File: config.mk
export PLATFORM = sky130hd
export DESIGN_NAME = sa_jtag_seg_dr
export DESIGN_NICKNAME = d
export VERILOG_FILES = /design/src/rtl/sa_jtag_pkg.sv /design/src/rtl/sa_jtag_dr_seg.sv /design/src/rtl/sa_jtag_seg_dr.sv
export SDC_FILE = /design/constraint.sdc
export NUM_CORES = 1
export LEC_CHECK = 0
export ABC_CLOCK_PERIOD_IN_PS = 3100
export BUFFER_PORTS_ARGS = -buffer_cell sky130_fd_sc_hd__buf_4
export CORE_ASPECT_RATIO = 1.5
export CORE_MARGIN = 5
export CORE_UTILIZATION = 52
export CTS_CLUSTER_DIAMETER = 120
export CTS_CLUSTER_SIZE = 40
export DETAILED_ROUTE_END_ITERATION = 10
export GPL_ROUTABILITY_DRIVEN = 0
export PLACE_DENSITY_LB_ADDON = 0.08
export SLEW_MARGIN = 20
export SYNTH_ARGS = -nofsm -noshare
export SYNTH_HDL_FRONTEND = slang
export SYNTH_SLANG_ARGS = --single-unit
File: constraint.sdc
create_clock -name clk -period 3.1 [get_ports clk]
set_input_delay 0.62 -clock clk [delete_from_list [all_inputs] [get_ports clk]]
set_output_delay 0.62 -clock clk [all_outputs]
set_load 0.01 [all_outputs]
File: src/rtl/sa_jtag_pkg.sv
// sa_jtag_pkg: shared helpers and strobe encoding for the segmented JTAG data register
package sa_jtag_pkg;
  localparam logic [1:0] OP_NONE = 2'd0;
  localparam logic [1:0] OP_CAP  = 2'd1;
  localparam logic [1:0] OP_SHF  = 2'd2;
  localparam logic [1:0] OP_UPD  = 2'd3;

  function automatic int clog2(int v);
    int r;
    for (r = 0; (1 << r) < v; r++) ;
    return r;
  endfunction

  // An enabled segment contributes its full width; a disabled one only its bypass flop.
  function automatic int chain_len_f(logic [31:0] mask, int seg_w, int num_seg);
    int l;
    l = 0;
    for (int s = 0; s < num_seg; s++) l += mask[s] ? seg_w : 1;
    return l;
  endfunction
endpackage

File: src/rtl/sa_jtag_dr_seg.sv
// sa_jtag_dr_seg: one DR segment (shift slice, bypass flop, latched enable, shadow slice)
//   op_i      sel-qualified strobe (OP_NONE/CAP/SHF/UPD)
//   upd_ok_i  update accepted this cycle
//   seg_en_i  enable bit, latched on capture
//   d_i       capture data slice
//   si_i/so_o serial in/out of this segment
//   q_o       shadow slice; en_o latched enable
module sa_jtag_dr_seg import sa_jtag_pkg::*; #(
  parameter int SEG_W = 4,
  parameter logic [SEG_W-1:0] RESET_VAL = '0
) (
  input  logic             clk,
  input  logic             reset_,
  input  logic [1:0]       op_i,
  input  logic             upd_ok_i,
  input  logic             seg_en_i,
  input  logic [SEG_W-1:0] d_i,
  input  logic             si_i,
  output logic             so_o,
  output logic [SEG_W-1:0] q_o,
  output logic             en_o
);
  logic [SEG_W-1:0] sr_q, sr_d, sr_sh, q_q, q_d;
  logic bp_q, bp_d, en_q, en_d;
  always_comb begin
    sr_sh = sr_q >> 1;
    sr_sh[SEG_W-1] = si_i;
    sr_d = op_i == OP_CAP ? d_i : (op_i == OP_SHF && en_q) ? sr_sh : sr_q;
    bp_d = op_i == OP_CAP ? 1'b0 : (op_i == OP_SHF && !en_q) ? si_i : bp_q;
    en_d = op_i == OP_CAP ? seg_en_i : en_q;
    q_d  = (op_i == OP_UPD && upd_ok_i && en_q) ? sr_q : q_q;
  end
  always_ff @(posedge clk or negedge reset_)
    if (!reset_) begin
      sr_q <= RESET_VAL;
      bp_q <= 1'b0;
      en_q <= 1'b1;
      q_q  <= RESET_VAL;
    end else begin
      sr_q <= sr_d;
      bp_q <= bp_d;
      en_q <= en_d;
      q_q  <= q_d;
    end
  assign so_o = en_q ? sr_q[0] : bp_q;
  assign q_o  = q_q;
  assign en_o = en_q;
endmodule

File: src/rtl/sa_jtag_seg_dr.sv
// sa_jtag_seg_dr: segmented JTAG DR with per-segment bypass and shadow update stage
//   sel, capture_dr, shift_dr, update_dr  TAP controls (capture > shift > update)
//   seg_en  segment mask, sampled on capture; D parallel capture data
//   scanin/scanout  serial chain; Q shadow output
//   chain_len  chain length for the latched mask; upd_err rejected-update pulse
//   SA_JTAG_LEN_CHECK_EN: accept update only when shift count equals chain_len
module sa_jtag_seg_dr import sa_jtag_pkg::*; #(
  parameter int JTAG_REG_WIDTH = 16,
  parameter int NUM_SEG = 4,
  parameter logic [JTAG_REG_WIDTH-1:0] RESET_VALUE = '0
) (
  input  logic                                clk,
  input  logic                                reset_,
  input  logic                                sel,
  input  logic                                capture_dr,
  input  logic                                shift_dr,
  input  logic                                update_dr,
  input  logic [NUM_SEG-1:0]                  seg_en,
  input  logic [JTAG_REG_WIDTH-1:0]           D,
  input  logic                                scanin,
  output logic                                scanout,
  output logic [JTAG_REG_WIDTH-1:0]           Q,
  output logic [clog2(JTAG_REG_WIDTH+1)-1:0]  chain_len,
  output logic                                upd_err
);
  localparam int SEG_W = JTAG_REG_WIDTH / NUM_SEG;
  localparam int CW = clog2(JTAG_REG_WIDTH + 1);
  logic [1:0] op;
  logic [NUM_SEG:0] ch;
  logic [NUM_SEG-1:0] en_q;
  logic upd_ok;
  assign op = !sel ? OP_NONE : capture_dr ? OP_CAP : shift_dr ? OP_SHF : update_dr ? OP_UPD : OP_NONE;
  assign ch[NUM_SEG] = scanin;
  genvar s;
  for (s = 0; s < NUM_SEG; s++) begin : g_seg
    sa_jtag_dr_seg #(.SEG_W(SEG_W), .RESET_VAL(RESET_VALUE[s*SEG_W +: SEG_W])) u_seg (
      .clk(clk),
      .reset_(reset_),
      .op_i(op),
      .upd_ok_i(upd_ok),
      .seg_en_i(seg_en[s]),
      .d_i(D[s*SEG_W +: SEG_W]),
      .si_i(ch[s+1]),
      .so_o(ch[s]),
      .q_o(Q[s*SEG_W +: SEG_W]),
      .en_o(en_q[s])
    );
  end
  assign scanout = sel & ch[0];
  assign chain_len = CW'(chain_len_f(32'(en_q), SEG_W, NUM_SEG));
`ifdef SA_JTAG_LEN_CHECK_EN
  logic [CW-1:0] cnt_q, cnt_d;
  logic err_q, err_d;
  always_comb begin
    cnt_d = op == OP_CAP ? '0 : (op == OP_SHF && cnt_q != '1) ? cnt_q + 1'b1 : cnt_q;
    err_d = op == OP_UPD && !upd_ok;
  end
  always_ff @(posedge clk or negedge reset_)
    if (!reset_) begin
      cnt_q <= '0;
      err_q <= 1'b0;
    end else begin
      cnt_q <= cnt_d;
      err_q <= err_d;
    end
  assign upd_ok  = cnt_q == chain_len;
  assign upd_err = err_q;
`else
  assign upd_ok  = 1'b1;
  assign upd_err = 1'b0;
`endif
endmodule

# Yosys cells after proc, flatten, opt, wreduce, memory -nomap -nowiden
# Index checks and enable logic that the tools add are counted.
# word_totals
ff_bits	40
input_bits	27
output_inout_bits	23
elab_cells	75
# op_classes
addsub	3
n_eq_ne	3
mux	28
bitwise_logic	1
reduce_logical	24
# ops
op	n
4-bit two-way mux	8
2-bit nonzero test	8
1-bit logical AND	12
1-bit two-way mux	12
3-bit two-way mux	4
2-bit two-way mux	4
4-bit by 3-bit adder with 5-bit output	1
5-bit by 3-bit adder with 5-bit output	1
3-bit by 3-bit adder with 4-bit output	1
2-bit equality test (second input constant)	2
1-bit zero test	4
2-bit by 1-bit equality test with 1-bit output (second input constant)	1
1-bit AND	1

# Depth between registers and ports, before layout
# logic_depth
ltp_word	8
depth_mapped	6

# By module
# From an unflattened synthesis, not the netlist that was laid out.
# hier_totals
cells_unflattened	190
area_unflattened_um2	2125.8
# modules_own_cells
mod	instances	cells_each	area_per_inst_um2	seq_area_each_um2
sa_jtag_dr_seg	4	42	489.2	251.5
sa_jtag_seg_dr	1	22	168.9	0.0

# Least setup slack after synthesis
# Ideal clock, no wire load.
# synth_timing
path_kind	register to output
startpoint	register g_seg[1].u_seg.en_q
endpoint	output port chain_len[3]
t_arrival_ns	1.904
required_time_ns	2.480
setup_slack_ns	0.576
path_stages_with_launch	7
path_buffers	0
path_cell_list	dfstp_2 > inv_1 > fa_1 > inv_1 > ha_1 > ha_1 > xor2_1
# synth_via
elab_chain_cells	4
# synth_lines
element	line_no	text
start: declaration	sa_jtag_dr_seg.sv:24	logic bp_q, bp_d, en_q, en_d;
start signal: assignment	sa_jtag_dr_seg.sv:42	en_q <= en_d;
3-bit two-way mux	sa_jtag_pkg.sv:18	for (int s = 0; s < num_seg; s++) l += mask[s] ? seg_w : 1;
3-bit by 3-bit adder with 4-bit output	sa_jtag_pkg.sv:18	
4-bit by 3-bit adder with 5-bit output	sa_jtag_pkg.sv:18	
5-bit by 3-bit adder with 5-bit output	sa_jtag_pkg.sv:18	
end: declaration	sa_jtag_seg_dr.sv:23	output logic [clog2(JTAG_REG_WIDTH+1)-1:0] chain_len,
# No other way between the ends.

# Final worst setup path
# layout_timing
startpoint	register g_seg[2].u_seg.en_q
endpoint	output port chain_len[4]
# layout_via
elab_chain_cells	3
# layout_lines
element	line_no
start: declaration	sa_jtag_dr_seg.sv:24
start signal: assignment	sa_jtag_dr_seg.sv:42
3-bit two-way mux	sa_jtag_pkg.sv:18
4-bit by 3-bit adder with 5-bit output	sa_jtag_pkg.sv:18
5-bit by 3-bit adder with 5-bit output	sa_jtag_pkg.sv:18
# No other way between the ends.

==> qor.yml <==
critical_path:
  cp.required_ns: 2.48
  worstPathCellList: "inv_1 > fa_1 > inv_1 > ha_1 > ha_1 > a31o_2 > buf_4"
  cp-start-kind: "flip-flop"
  path_class: "flip-flop to primary output"
  worstPathArrival_ns: 2.36
  critPathSlowestCell: "dfstp_2"
  path_delay_family: "adder cells"
  cp_slowest_stage_delay_ns: 0.62
  crit_fanout: 8
  critPathCaptureType: "primary output"
  crit_buf_inv: 3
timing:
  finClkSkew_ns: 0.00843
  setup_tns_ns: 0
  period_needed_ns: 2.98
  hold_viol_final: 0
  fmax_ghz: 0.335
  rsz0062_at_grt: "false"
  setup_viol: 0
  slew_viol_final: 0
  fin_crit_sh: 0.962
pwr:
  p_sw_frac: 0.319
  power_frac_seq: 0.445
  power_density_nw_per_um2: 740
  p_comb_frac: 0.372
  power.leakage_uw: 0.00120
  cell_internal_pwr_uw: 1250
  netSwitchingPower_uw: 584
  clockPowerShare: 0.183
  ir_drop_mv: 0.493
synth:
  synth_edf_count: 0
  yosys_register_bits: 40
  synth_most_common_cell: "dfrtp_1"
  synthFlopType: "dfrtp_1"
  synthTopCellsByArea: "dfrtp_1 45%, mux2_2 13%, mux2i_1 8.5%"
  synthTopCellsByCount: "36 x dfrtp_1, 23 x mux2_2, 17 x mux2i_1"
  synth_largest_type_area_fraction: 0.451
  syn-num-nets: 203
  netlist_area_sq_um: 2000
  ys_types: 22
  async_reset_ff_frac: 1.00
  postSynthCellCount: 169
  yosys.area.top_type: "dfrtp_1"
  synth_warnings: 0
  ys_seq_area_frac: 0.503
  avgSynthCellArea_sq_um: 11.8
drt:
  wl_met2_microns: 2300
  route.layer.met1.wl_microns: 1680
  vias: 1467
  drcViolationCount: 0
  dr.pass1.iters: 4
  wl_microns: 4260
  final_antenna_net_count: 0
  via_per_inst: 5.60
  highest_layer: "met4"
  drt_iter0_markers: 55
  wire_per_inst_microns: 16.2
  met3WireLength_microns: 212
final_layout:
  nFillCells: 295
  area.growth.synth_to_final_pct: 23.8
  drive_gt1_frac: 0.393
  nets: 252
  fin_util: 0.672
  n_antenna_cell: 0
clock_tree:
  cts-root-buf: "clkbuf_8"
  ctsResizeCount: 0
  cts_tree: "done"
  clock-sinks: 40
  clkTransAtPathRegs_ns: 0.08
  numCtsBuffers: 5
  clk_path_buf_depth: 2
  h-tree-depth: 2
  insertion_delay_ns: 0.29
die:
  io_pins: 50
  coreArea_sq_um: 3680
  rows: 27
  die_w_microns: 60.6
  dieArea_sq_um: 5210
  start_util: 0.543
  die_h_microns: 85.9
global_routing:
  grt_use_total: 0.176
  grt_max_degree: 41
  overflow: 0
  grt_first_pass_wirelength_microns: 6960
  grt_pass1_vias: 1523
  antenna_found_initial: 0
job:
  cap_viol_max_count: 0
run_status:
  status: "finished, final reports clean"
hold_path:
  min_path_type: "input port to async pin"
placement:
  hpwlAfterDp_microns: 3150
  port_buffers: 48
-- cell type report --
type | count | area (sq um) | share of cell area
tap | 43 | 53.8 | 0.0217
sequential | 40 | 1010 | 0.406
multi-input combinational | 109 | 906 | 0.366
clock inverter | 1 | 8.76 | 0.00354
timing repair buffer | 51 | 383 | 0.155
clock buffer | 7 | 76.3 | 0.0308
inverter | 11 | 41.3 | 0.0167
-- routing by layer --
metal | vias up | GRT usage
li1 | 707 | -
met1 | 722 | 0.203
met2 | 32 | 0.304
met3 | 6 | 0.0467
met4 | 0 | 0.0651
met5 | - | 0
-- sequential cells by signal (all words and copies together) (netlist names) --
name / flops
g_seg.u_seg.sr_q: 16
g_seg.u_seg.en_o: 4
g_seg.u_seg.bp_q: 4
g_seg.u_seg.q_o: 16
-- path summary, 6_finish.rpt --
check / startpoint / endpoint / slack [ns] / cells past startpoint
worst max-delay path: g_seg[2].u_seg.en_o / chain_len[4] / 0.12 / 7
worst min-delay path: reset_ / g_seg[1].u_seg.sr_q[0] / 0.29 / 1
worst max register to register: g_seg[3].u_seg.en_o / g_seg[2].u_seg.sr_q[3] / 1.69 / 3
worst min register to register: g_seg[0].u_seg.q_o[0] / g_seg[0].u_seg.q_o[0] / 0.51 / 1
max in group asynchronous: reset_ / g_seg[0].u_seg.en_o / 2.44 / 1
min in group clk: g_seg[0].u_seg.q_o[0] / g_seg[0].u_seg.q_o[0] / 0.51 / 1
-- cell usage in the layout (no fill, tap or decap), drive strengths merged --
cell / instances
a21o: 4
a21oi: 16
a31o: 1
a31oi: 13
and4bb: 1
buf: 51
clkbuf: 7
clkinv: 1
conb: 1
dfrtp: 36
dfstp: 4
fa: 2
ha: 5
inv: 11
mux2: 23
mux2i: 17
nand2: 9
nor2b: 8
o22ai: 4
o32a: 4
xor2: 1
-- logic make-up (layout without fill, tap and decap cells) --
family | count (synthesis) | count (layout) | share of synthesized area
AND/OR/NAND/NOR | 18 | 18 | 0.0482
XOR/XNOR | 1 | 1 | 0.00438
AO/OA/AOI/OAI | 42 | 42 | 0.133
adder cells (fa/ha/maj) | 7 | 7 | 0.0513
other | 1 | 1 | 0.00188
multiplexers | 40 | 40 | 0.215
flip-flops | 40 | 40 | 0.503
buffers and inverters | 20 | 70 | 0.0438
-- per-stage QoR --
step | power (uW) | setup WS (ns) | hold WS [ns] | cell area, sq um | cells
3_3_place_gp | 1480 | 0.449 | 0.490 | 2380 | 253
3_5_place_dp | 1520 | 0.418 | 0.495 | 2380 | 253
5_1_grt | 1960 | 0.000172 | 0.327 | 2470 | 262
4_1_cts | 1860 | 0.0816 | 0.303 | 2470 | 261
6_report | 1830 | 0.117 | 0.294 | 2470 | 262
2_1_floorplan | 1180 | 0.576 | 0.324 | 2000 | 169
-- power by group through the flow --
stage | clock, uW | sequential (uW) | combinational, uW
after floorplan | 0 | 850 | 332
after global placement | 0 | 815 | 668
after detailed placement | 0 | 831 | 690
after CTS | 347 | 822 | 692
after global routing | 367 | 840 | 752
final | 336 | 815 | 682
-- what timing repair did --
item                       4_1_cts  5_1_grt
hold buffers                     0        0
setup buffers                    0        1
setup endpoints to repair        0        1
Power figures use the tool's default switching activity.
